==> src/rtl/ahb_master_if.sv <==
// Single-transfer AHB-Lite master: takes one core request, arbitrates for the bus,
// runs one NONSEQ SINGLE transfer and returns read data or an error.
//
// state  | meaning
// -------+------------------------------------------------------------
// S_IDLE | waiting for a core request, req_ready high
// S_REQ  | HBUSREQ asserted, waiting for HGRANT && HREADY
// S_ADDR | address phase, NONSEQ driven until HREADY
// S_DATA | data phase, waiting for HREADY, then decode HRESP
module ahb_master_if #(
    parameter int ADDR_W    = 32,
    parameter int DATA_W    = 32,
    parameter int MAX_RETRY = 15
) (
    input  logic              HCLK,
    input  logic              HRESET,
    input  logic              req_valid,
    output logic              req_ready,
    input  logic              req_write,
    input  logic [ADDR_W-1:0] req_addr,
    input  logic [DATA_W-1:0] req_wdata,
    input  logic [2:0]        req_size,
    input  logic              req_lock,
    output logic              resp_valid,
    output logic [DATA_W-1:0] resp_rdata,
    output logic              resp_err,
    output logic              HBUSREQ,
    output logic              HLOCK,
    input  logic              HGRANT,
    output logic [1:0]        HTRANS,
    output logic [ADDR_W-1:0] HADDR,
    output logic              HWRITE,
    output logic [2:0]        HSIZE,
    output logic [2:0]        HBURST,
    output logic [DATA_W-1:0] HWDATA,
    input  logic [DATA_W-1:0] HRDATA,
    input  logic              HREADY,
    input  logic [1:0]        HRESP
);

    typedef enum logic [1:0] {
        S_IDLE = 2'd0,
        S_REQ  = 2'd1,
        S_ADDR = 2'd2,
        S_DATA = 2'd3
    } state_t;

    localparam logic [1:0] TR_IDLE    = 2'b00;
    localparam logic [1:0] TR_NONSEQ  = 2'b10;
    localparam logic [1:0] RESP_OKAY  = 2'b00;
    localparam logic [1:0] RESP_ERROR = 2'b01;
    localparam logic [3:0] RETRY_LOAD = 4'(MAX_RETRY);

    state_t            state;
    logic              wr_q;
    logic [ADDR_W-1:0] addr_q;
    logic [DATA_W-1:0] wdata_q;
    logic [2:0]        size_q;
    logic              lock_q;
    // Down-counter of retries still allowed; terminal count zero turns the next RETRY/SPLIT into an error.
    logic [3:0]        retry_left;

    assign HBURST = 3'b000;

    always_ff @(posedge HCLK) begin
        if (HRESET) begin
            state      <= S_IDLE;
            wr_q       <= 1'b0;
            addr_q     <= '0;
            wdata_q    <= '0;
            size_q     <= 3'd0;
            lock_q     <= 1'b0;
            retry_left <= 4'd0;
            req_ready  <= 1'b1;
            resp_valid <= 1'b0;
            resp_rdata <= '0;
            resp_err   <= 1'b0;
            HBUSREQ    <= 1'b0;
            HLOCK      <= 1'b0;
            HTRANS     <= TR_IDLE;
            HADDR      <= '0;
            HWRITE     <= 1'b0;
            HSIZE      <= 3'd0;
            HWDATA     <= '0;
        end else begin
            resp_valid <= 1'b0;
            unique case (state)
                S_IDLE: begin
                    if (req_valid) begin
                        wr_q       <= req_write;
                        addr_q     <= req_addr;
                        wdata_q    <= req_wdata;
                        size_q     <= req_size;
                        lock_q     <= req_lock;
                        retry_left <= RETRY_LOAD;
                        req_ready  <= 1'b0;
                        HBUSREQ    <= 1'b1;
                        HLOCK      <= req_lock;
                        HTRANS     <= TR_IDLE;
                        state      <= S_REQ;
                    end
                end
                S_REQ: begin
                    if (HGRANT && HREADY) begin
                        HTRANS <= TR_NONSEQ;
                        HADDR  <= addr_q;
                        HWRITE <= wr_q;
                        HSIZE  <= size_q;
                        state  <= S_ADDR;
                    end
                end
                S_ADDR: begin
                    if (HREADY) begin
                        HTRANS  <= TR_IDLE;
                        HBUSREQ <= 1'b0;
                        HLOCK   <= 1'b0;
                        HWDATA  <= wr_q ? wdata_q : '0;
                        state   <= S_DATA;
                    end
                end
                S_DATA: begin
                    if (HREADY) begin
                        HWDATA <= '0;
                        if (HRESP == RESP_OKAY) begin
                            resp_valid <= 1'b1;
                            resp_err   <= 1'b0;
                            resp_rdata <= wr_q ? '0 : HRDATA;
                            req_ready  <= 1'b1;
                            state      <= S_IDLE;
                        end else if (HRESP == RESP_ERROR || retry_left == 4'd0) begin
                            resp_valid <= 1'b1;
                            resp_err   <= 1'b1;
                            resp_rdata <= '0;
                            req_ready  <= 1'b1;
                            state      <= S_IDLE;
                        end else begin
                            // RETRY/SPLIT: re-arbitrate and reissue the same transfer
                            retry_left <= retry_left - 4'd1;
                            HBUSREQ    <= 1'b1;
                            HLOCK      <= lock_q;
                            state      <= S_REQ;
                        end
                    end
                end
                default: state <= S_IDLE;
            endcase
        end
    end

endmodule

==> config.mk <==
export PLATFORM = sky130hd
export DESIGN_NAME = ahb_master_if
export DESIGN_NICKNAME = d
export VERILOG_FILES = /design/src/rtl/ahb_master_if.sv
export SDC_FILE = /design/constraint.sdc
export NUM_CORES = 1
export LEC_CHECK = 0
export ABC_AREA = 1
export CAP_MARGIN = 10
export CORE_MARGIN = 4
export CORE_UTILIZATION = 39
export CTS_BUF_LIST = sky130_fd_sc_hd__clkbuf_16
export CTS_CLUSTER_SIZE = 40
export DETAILED_ROUTE_END_ITERATION = 10
export GPL_ROUTABILITY_DRIVEN = 0
export GPL_TIMING_DRIVEN = 0
export PLACE_DENSITY = 0.72
export SYNTH_ARGS = -nofsm -noshare
export SYNTH_HDL_FRONTEND = slang
export SYNTH_SLANG_ARGS = --single-unit
==> constraint.sdc <==
create_clock -name HCLK -period 1.3 [get_ports HCLK]
set_input_delay 0.26 -clock HCLK [delete_from_list [all_inputs] [get_ports HCLK]]
set_output_delay 0.26 -clock HCLK [all_outputs]
set_load 0.05 [all_outputs]
==> results by group, run 1 <==
STA
  • Tcrit/Tclk final: 114%
  • Achievable frequency: 0.676 GHz
  • Final worst slack: -0.179 ns
  • Final hold violations: 0
  • WHS: 0.308 ns
  • Final Slew Violations: 0
  • Fin Clk Skew: 0.0132 ns
  • Period minus WS final: 1.48 ns
  • RSZ-0062 raised after global routing: true
  • Setup TNS: -12.72 ns
  • Final setup viols: 153
  • Slew @ Worst Pin: 0.628 ns
  • Worst relative slew slack: 58.1%

Critical path
  • Worst Path Required: 1.68 ns
  • Worst setup SP type: register
  • Critical Path AT: 1.85 ns
  • R2r startpoint: retry_left[0]
  • Setup CP Type: register to register
  • Worst Setup SP: retry_left[0]
  • Crit. End Element: register
  • Critical path fanouts, max: 8

Place
  • DP HPWL: 13.8 mm
  • Post-Place Worst Slack: -0.745 ns
  • Count of port buffers added during placement: 212

Global routing
  • Largest net degree at the start of global routing: 17
  • GRT Overall Usage: 20.3%
  • Vias in the first global route: 6247
  • Grt peak-use layer: met2
  • Met1 Use GR: 24.4%
  • M3 GR Usage: 7.90%
  • Initial antenna violation count: 0
  • GR Overflow Total: 0
  • First-pass GRT wire length: 31.8 mm
  • Global Route met2 Usage: 34.2%

Clock tree
  • Clk buf depth: 2
  • CTS tree: yes
  • H-tree lvl count: 4
  • CTS Buf Count: 17
  • Clock Sinks: 181
  • CTS clk-pin slew, worst paths: 0.07 ns
  • Clk root buf: clkbuf_16
  • Worst-Skew Late Latency: 0.43 ns

Job
  • Max-Cap Viols: 0

Detailed routing
  • Drt first-iter violations: 339
  • Total vias in the final route: 6786
  • Antenna Violating Nets Remaining: 0
  • Vias per Instance: 4.93
  • Routed WL: 22.7 mm
  • Post-DR wirelength/cell: 16.5 um
  • DRC: 0
  • Drt first pass iters: 4

Status
  • Failing checks: setup timing
  • Status: finished with violations

Logic synthesis
  • Sequential-to-total area share from yosys stat: 54.3%
  • Synthesis warning total: 0
  • Synth unique cells: 26
  • Syn Inst Count: 849
  • Mapped cell area: 6670 sq um
  • Top cell type's share of synthesized area: 54.3%
  • Synthesized area per cell: 7.86 sq um
  • #FFs+latches synth: 181
  • Synth area leaders: dfxtp_1 (54%), nor2_1 (8.3%), o21ai_0 (8.0%)
  • Post-synth top area cell: dfxtp_1

Power
  • PD cells: 1770 nW/um^2
  • Leakage: 4.84 nW
  • Tot Pwr: 0.0202 W
  • Maximum vdd drop: 1.11 mV

Floorplanning
  • Die area: 19300 sq um
  • Die height: 139 um
  • Initial core utilization: 40.0%
  • Core ar.: 16700 sq um
  • I/O pin cnt: 218
  • Die width: 139 um
  • # rows: 47

Final layout
  • Share of cells above drive strength 1: 39.6%
  • Ant. Diodes: 0
  • Final nets: 1258
  • Synth-to-Final Area Change: 70.6%
  • Fillers: 1382

Worst hold path
  • Hold path startpoint: HREADY
  • Worst hold path class: input pin to register
cells by family after synthesis:
family,synth area share [%]
other,0.0562
adder cells (fa/ha/maj),1.13
flip-flops,54.3
AO/OA/AOI/OAI,13.8
AND/OR/NAND/NOR,23.1
buffers and inverters,7.58
final timing paths:
| check | to | depth (start not counted) | slack [ns] |
|---|---|---|---|
| worst max register to register | resp_rdata[23] | 9 | -0.18 |
| worst min register to register | HADDR[4] | 2 | 0.44 |
| worst min-delay path | resp_err | 4 | 0.31 |
| worst max-delay path | resp_rdata[23] | 9 | -0.18 |
registers in the layout, indices dropped and copies added (netlist names), 2 cells and up:
register,cells
HADDR,32
HWDATA,32
addr_q,32
resp_rdata,32
wdata_q,32
retry_left,4
HSIZE,3
size_q,3
state,2
cell usage in the layout (no fill, tap or decap), drive strengths merged:
master / n
a21oi: 76
buf: 160
bufinv: 3
clkbuf: 83
clkdlybuf4s50: 104
clkinv: 6
clkinvlp: 2
conb: 4
dfxtp: 181
dlygate4sd2: 1
dlymetal6s2s: 1
ha: 6
inv: 56
nand2: 133
nand3: 78
nand4: 1
nor2: 150
nor3: 3
o211ai: 1
o21ai: 107
metrics by stage:
step           utilization (%)  cell area [sq um]  cells
3_5_place_dp              54.7               9140   1284
4_1_cts                   60.4              10100   1351
5_1_grt                   68.2              11400   1376
2_1_floorplan                -               6740    852
3_3_place_gp              54.7               9140   1284
6_report                  68.2              11400   1376
cell usage after synthesis:
cell and number:
nand2_2 5, dfxtp_1 181, clkbuf_2 1, o211ai_1 1, o21ai_1 1, buf_6 3
nand3_2 2, nor2_8 1, nor3_2 1, nor2_1 147, nor3_1 2, nand4_1 1
ha_1 6, inv_1 49, a21oi_1 76, inv_2 3, nand2_1 127, nor2_4 2
nand3_1 75, o21ai_0 106, buf_4 9, nand3_4 1, buf_2 19, conb_1 1
buf_1 4, clkbuf_1 25
worst max-delay path, cell delays in order (launching register included):
cell and delay (ns):
dfxtp_2 0.33, inv_2 0.07, ha_4 0.14, nand3_4 0.08, nand2_4 0.09, nand3_4 0.13, nor2_8 0.25, buf_6 0.18
nand3_2 0.08, nand2_1 0.08
per-layer routing:
layer / vias up / part of all wire [%] / wire length (um)
met5: - / 0 / 0
met4: 0 / 1.6 / 354
met3: 28 / 6.9 / 1570
met2: 201 / 51 / 11600
met1: 3224 / 40 / 9180
li1: 3333 / - / -
power breakdown:
group | internal, W | switching [W]
clock network | 0.00297 | 0.00210
registers | 0.00640 | 0.000706
logic | 0.00369 | 0.00430
total | 0.0131 | 0.00711
layout make-up:
| type | count | area [sq um] | area share (%) |
|---|---|---|---|
| multi-input combinational | 559 | 3570 | 31.3 |
| clock inverter | 14 | 145 | 1.27 |
| inverter | 52 | 215 | 1.89 |
| clock buffer | 17 | 425 | 3.74 |
| timing repair buffer | 271 | 2530 | 22.2 |
| buffer | 61 | 581 | 5.10 |
| sequential | 181 | 3630 | 31.9 |
| tap | 220 | 275 | 2.42 |
| timing repair inverter | 1 | 16.3 | 0.143 |
repair_timing:
action / in CTS / in global routing
pin swaps: 39 / 77
gates cloned: 8 / 6
setup buffers: 28 / 19
hold buffers: 0 / 0
endpoints found under the setup margin: 285 / 228
resized for setup: 745 / 346
(Power assumes the default switching activity.)
==> run 2, diff against run 1 <==
Settings changed: CORE_MARGIN 4 to unset, CTS_CLUSTER_SIZE 40 to unset, PLACE_DENSITY 0.72 to 0.79.
==> results by group, run 2 (synthesis gave the netlist of run 1 again) <==
Power
  • PD cells: 1790 nW/um^2 (was 1770 nW/um^2)
  • NetSw: 0.00689 W (was 0.00711 W)
  • Tot Pwr: 0.0194 W (was 0.0202 W)
  • Leakage: 4.51 nW (was 4.84 nW)
  • Switching Fraction: 35.6% (was 35.3%)
  • Reg power frac: 36.2% (was 35.2%)
  • Maximum vdd drop: 1.08 mV (was 1.11 mV)
  • Clk network pwr share: 27.0% (was 25.1%)
  • Share of power burned in combinational logic: 36.8% (was 39.6%)
  • Cell-internal power: 0.0125 W (was 0.0131 W)

STA
  • Slew @ Worst Pin: 0.619 ns (was 0.628 ns)
  • WHS: 0.310 ns (was 0.308 ns)
  • Final setup viols: 148 (was 153)
  • RSZ-0062 raised after global routing: true (unchanged)
  • Final worst slack: -0.162 ns (was -0.179 ns)
  • Achievable frequency: 0.684 GHz (was 0.676 GHz)
  • Tcrit/Tclk final: 112% (was 114%)
  • Worst relative slew slack: 58.7% (was 58.1%)
  • Period minus WS final: 1.46 ns (was 1.48 ns)
  • Final hold violations: 0 (unchanged)
  • Fin Clk Skew: 0.00992 ns (was 0.0132 ns)
  • Final Slew Violations: 0 (unchanged)

Global routing
  • Largest net degree at the start of global routing: 20 (was 17)
  • GRT Overall Usage: 22.3% (was 20.3%)
  • GR Overflow Total: 0 (unchanged)
  • Initial antenna violation count: 1 (was 0)
  • Vias in the first global route: 6178 (was 6247)
  • First-pass GRT wire length: 30.8 mm (was 31.8 mm)

Clock tree
  • Clk buf depth: 2 (unchanged)
  • H-tree lvl count: 4 (unchanged)
  • CTS Buf Count: 17 (unchanged)
  • Worst-Skew Late Latency: 0.42 ns (was 0.43 ns)
  • CTS tree: yes (unchanged)
  • CTS clk-pin slew, worst paths: 0.08 ns (was 0.07 ns)
  • Clk root buf: clkbuf_16 (unchanged)
  • Clock Sinks: 181 (unchanged)
  • Hold_buf cts: 0 (unchanged)

Place
  • DP HPWL: 13.7 mm (was 13.8 mm)
  • Area post-placement: 9140 sq um (unchanged)
  • Count of port buffers added during placement: 212 (unchanged)

Final layout
  • Share of cells above drive strength 1: 31.7% (was 39.6%)
  • Final Util: 64.9% (was 68.2%)
  • Final nets: 1244 (was 1258)
  • Final instance area: 10800 sq um (was 11400 sq um)
  • Commonest non-fill, non-tap cells in the layout: dfxtp_1 (177), nand2_1 (121), nor2_1 (115) (was dfxtp_1 (177), clkdlybuf4s50_1 (104), nand2_1 (96))
  • Most common cell after layout, fill and taps aside: dfxtp_1 (unchanged)
  • Synth-to-Final Area Change: 62.0% (was 70.6%)

Status
  • Failing checks: setup timing (unchanged)
  • Status: finished with violations (unchanged)

Job
  • Max-Cap Viols: 0 (unchanged)

Floorplanning
  • Initial core utilization: 40.1% (was 40.0%)
  • # rows: 47 (unchanged)
  • Die height: 133 um (was 139 um)
  • Die area: 17600 sq um (was 19300 sq um)
  • Die width: 133 um (was 139 um)
  • Core ar.: 16600 sq um (was 16700 sq um)
  • I/O pin cnt: 218 (unchanged)

Detailed routing
  • Drt first-iter violations: 283 (was 339)
  • Vias per Instance: 4.89 (was 4.93)
  • DRC: 0 (unchanged)
  • Total vias in the final route: 6666 (was 6786)
  • Routed WL: 21.6 mm (was 22.7 mm)
  • Antenna Violating Nets Remaining: 0 (unchanged)
  • Post-DR wirelength/cell: 15.8 um (was 16.5 um)
  • Drt first pass iters: 4 (unchanged)

Critical path
  • Worst Setup EP: addr_q[28] (was resp_rdata[23])
  • Worst setup SP type: register (unchanged)
  • R2R Setup Slk: -0.16 ns (was -0.18 ns)
  • Critical path fanouts, max: 6 (was 8)
  • Critical Path AT: 1.78 ns (was 1.85 ns)
  • Setup CP Type: register to register (unchanged)
  • Worst Setup SP: state[0] (was retry_left[0])
  • Crit. End Element: register (unchanged)
  • R2r startpoint: state[0] (was retry_left[0])
  • Worst Path Required: 1.62 ns (was 1.68 ns)
  • Worst Reg-to-Reg Cells: 7 (was 9)
  • R2R Path End: addr_q[28] (was resp_rdata[23])

Worst hold path
  • Worst hold path class: input pin to register (unchanged)
-- run 2: cell types whose count changed in the layout (fill, tap and decap cells not counted), moves of 6 or more --
cell	change
nand3_1	+14
nand3_2	-14
clkbuf_4	+11
a21oi_2	-22
buf_4	-23
buf_2	+8
nand2_2	-9
nand2_4	-14
nor2_1	+21
nor2_4	-7
a21oi_1	+22
o21ai_2	-6
nor2_2	-13
nand2_1	+25
-- run 2: worst max-delay path: stages (launching register included) --
cell and delay [ns]:
dfxtp_4 0.38, inv_4 0.09, ha_4 0.22, nand2_8 0.13, clkbuf_16 0.21, clkbuf_16 0.16
o21ai_4 0.12, nor2_1 0.05
-- run 2: metal layers --
layer  GRT usage, %  part of all wire, %  up-vias
li1               -                    -     3306
met1           26.3                   41     3124
met2           38.2                   51      203
met3           5.82                  5.8       33
met4           9.13                  2.2        0
met5              0                    0        -
-- run 2: how the worst min path moves through the flow --
stage / startpoint / end / slack [ns] / depth (start not counted)
global placement: resp_err / resp_err / 0.43 / 2
CTS: HREADY / resp_err / 0.29 / 4
finish: HREADY / resp_err / 0.31 / 4
detailed placement: HADDR[26] / HADDR[26] / 0.44 / 2
floorplan: HRDATA[0] / resp_rdata[0] / 0.39 / 2
global route: HREADY / resp_err / 0.33 / 4
-- run 2: final cells by class --
class / instances / area [sq um]
fill: 1380 / 5830
sequential: 181 / 3630
multi-input combinational: 560 / 3160
timing repair buffer: 257 / 2370
buffer: 60 / 529
clock buffer: 17 / 425
tap: 220 / 275
inverter: 52 / 219
clock inverter: 15 / 170
timing repair inverter: 1 / 16.3
antenna: 1 / 2.50
-- run 2: power by group through the flow --
stage                     clock network, W  registers, W  logic [W]
after floorplan                          0       0.00755    0.00252
after global placement                   0       0.00694    0.00451
after detailed placement                 0       0.00697    0.00461
after CTS                          0.00528       0.00685    0.00528
after global routing               0.00554       0.00708    0.00766
final                              0.00523       0.00700    0.00713
-- run 2: per-stage QoR --
stage	TNS (ns)	setup slack, ns	instances
after floorplan	0	0.00295	852
after global routing	-20.19	-0.216	1364
after detailed placement	-117.12	-0.776	1284
after global placement	-119.82	-0.803	1284
after CTS	-5.34	-0.104	1338
final	-10.98	-0.162	1364
-- run 2: repair_timing --
action                                  in CTS  in global routing
gates cloned                                 7                 13
endpoints found under the setup margin     285                240
setup buffers                               16                 13
pin swaps                                   25                 39
resized for setup                          694                265
==> run 3, diff against run 2 <==
Settings changed: CORE_ASPECT_RATIO set to 0.7, CTS_BUF_LIST sky130_fd_sc_hd__clkbuf_16 to unset, SLEW_MARGIN set to 20.
==> results by group, run 3 (synthesis gave the netlist of run 1 again) <==
Detailed routing
  • Total vias in the final route: 6787 (was 6666)
  • Drt first pass iters: 6 (was 4)
  • Routed WL: 22.7 mm (was 21.6 mm)
  • DRC: 0 (unchanged)
  • Antenna Violating Nets Remaining: 0 (unchanged)
  • Post-DR wirelength/cell: 16.6 um (was 15.8 um)
  • Drt first-iter violations: 325 (was 283)
  • Vias per Instance: 4.97 (was 4.89)

Global routing
  • Initial antenna violation count: 0 (was 1)
  • Largest net degree at the start of global routing: 17 (was 20)
  • Vias in the first global route: 6315 (was 6178)
  • GRT Overall Usage: 23.8% (was 22.3%)
  • GR Overflow Total: 0 (unchanged)
  • First-pass GRT wire length: 32.3 mm (was 30.8 mm)

STA
  • Final hold violations: 0 (unchanged)
  • Fin Clk Skew: 0.00946 ns (was 0.00992 ns)
  • RSZ-0062 raised after global routing: true (unchanged)
  • Setup TNS: -13.16 ns (was -10.98 ns)
  • Achievable frequency: 0.678 GHz (was 0.684 GHz)
  • Final Slew Violations: 0 (unchanged)
  • Slew @ Worst Pin: 0.707 ns (was 0.619 ns)
  • Tcrit/Tclk final: 114% (was 112%)
  • Final worst slack: -0.176 ns (was -0.162 ns)
  • Period minus WS final: 1.48 ns (was 1.46 ns)
  • Final setup viols: 151 (was 148)
  • WHS: 0.312 ns (was 0.310 ns)
  • Worst relative slew slack: 52.9% (was 58.7%)

Clock tree
  • Clock Sinks: 181 (unchanged)
  • CTS tree: yes (unchanged)
  • Worst-Skew Late Latency: 0.43 ns (was 0.42 ns)
  • H-tree lvl count: 4 (unchanged)
  • CTS clk-pin slew, worst paths: 0.07 ns (was 0.08 ns)
  • CTS Buf Count: 17 (unchanged)
  • Clk root buf: clkbuf_16 (unchanged)
  • Clk buf depth: 2 (unchanged)

Critical path
  • Critical Path AT: 1.79 ns (was 1.78 ns)
  • R2R Setup Slk: -0.18 ns (was -0.16 ns)
  • Setup CP Type: register to register (unchanged)
  • Worst setup SP type: register (unchanged)
  • R2r startpoint: state[1] (was state[0])
  • Critical path fanouts, max: 10 (was 6)
  • Worst Path Required: 1.61 ns (was 1.62 ns)
  • Cell Chain, Critical Path: inv_4, ha_4, nand2_8, buf_6, buf_8, o21ai_0, nor2_1 (was inv_4, ha_4, nand2_8, clkbuf_16, clkbuf_16, o21ai_4, nor2_1)
  • Worst path depth: 7 (unchanged)
  • Slowest-stage cell, CP: dfxtp_4 (unchanged)
  • Crit-path max cell delay: 0.37 ns (was 0.38 ns)
  • Critical path's top delay family: flip-flops (was buffers and inverters)
  • Worst path buffer plus inverter count: 3 (unchanged)
  • Crit. End Element: register (unchanged)
  • Worst Setup SP: state[1] (was state[0])
  • Worst Reg-to-Reg Cells: 7 (unchanged)

Floorplanning
  • I/O pin cnt: 218 (unchanged)
  • Die width: 158 um (was 133 um)
  • Die area: 17600 sq um (about the same)
  • Initial core utilization: 40.3% (was 40.1%)
  • # rows: 39 (was 47)
  • Die height: 111 um (was 133 um)
  • Core ar.: 16500 sq um (was 16600 sq um)

Worst hold path
  • Hold Path Depth: 4 (unchanged)
  • Worst hold path class: input pin to register (unchanged)
  • Hold path startpoint: HREADY (unchanged)

Place
  • Post-Place Worst Slack: -0.969 ns (was -0.776 ns)
  • DP HPWL: 13.9 mm (was 13.7 mm)
  • Count of port buffers added during placement: 212 (unchanged)

Status
  • Failing checks: setup timing (unchanged)
  • Status: finished with violations (unchanged)

Final layout
  • Synth-to-Final Area Change: 73.0% (was 62.0%)
  • Final nets: 1245 (was 1244)
  • Fillers: 1181 (was 1380)
  • Most common cell after layout, fill and taps aside: dfxtp_1 (unchanged)
  • Commonest non-fill, non-tap cells in the layout: dfxtp_1 (177), clkdlybuf4s50_1 (105), nand2_1 (89) (was dfxtp_1 (177), nand2_1 (121), nor2_1 (115))
  • Share of cells above drive strength 1: 40.4% (was 31.7%)
  • Ant. Diodes: 0 (was 1)
  • Final Util: 69.8% (was 64.9%)

Power
  • Leakage: 4.87 nW (was 4.51 nW)
  • Tot Pwr: 0.0204 W (was 0.0194 W)
  • Maximum vdd drop: 0.867 mV (was 1.08 mV)
  • PD cells: 1760 nW/um^2 (was 1790 nW/um^2)

Job
  • Max-Cap Viols: 0 (unchanged)
run 3: cell types whose count changed in the layout (fill, tap and decap cells not counted), moves of 11 or more:
cell / delta
nor2_2: +11
nor2_4: +26
a21oi_2: +28
nand2_4: +16
a21oi_1: -28
nand2_1: -32
nand2_2: +12
nor2_1: -38
run 3: worst paths after layout:
kind,to
worst max-delay path,wdata_q[9]
worst max register to register,wdata_q[9]
worst min-delay path,resp_err
worst min register to register,HADDR[11]
run 3: area by class of cell:
class,instances,area [sq um],area share (%)
Clock buffer,20,437,3.78
Timing Repair Buffer,261,2520,21.8
Buffer,60,593,5.14
Inverter,52,216,1.87
Tap cell,225,282,2.44
Clock inverter,9,109,0.943
Multi-Input combinational cell,558,3760,32.5
Sequential cell,181,3630,31.5
run 3: per-layer routing:
metal	share of wire (%)	global-route usage (%)	routed length (um)	vias up
met2	47	37.3	10800	235
met4	1.7	6.35	377	0
met1	44	32.0	10100	3212
met5	0	0	0	-
li1	-	-	-	3308
met3	6.5	6.66	1470	32
run 3: where the power goes:
group	internal, W	total, W	switching (W)	leakage (nW)
clock	0.00280	0.00498	0.00218	0.266
combinational	0.00380	0.00815	0.00435	3.12
sequential	0.00640	0.00723	0.000837	1.48
total	0.0130	0.0204	0.00736	4.87
run 3: stage by stage:
| step | cell area, sq um | cells |
|---|---|---|
| 2_1_floorplan | 6740 | 852 |
| 3_3_place_gp | 9140 | 1289 |
| 3_5_place_dp | 9140 | 1289 |
| 4_1_cts | 9970 | 1347 |
| 5_1_grt | 11500 | 1366 |
| 6_report | 11500 | 1366 |
run 3: worst register-to-register path, cell delays in order, from the launching register on:
cell	delay, ns
dfxtp_4	0.37
inv_4	0.09
ha_4	0.20
nand2_8	0.13
buf_6	0.16
buf_8	0.13
o21ai_0	0.22
nor2_1	0.08
run 3: repair_timing:
action                                  4_1_cts  5_1_grt
cloned                                        7        7
hold buffers                                  0        0
buffers inserted                             22       15
pin swaps                                    26       79
endpoints found under the setup margin      283      242
resized for setup                           749      394
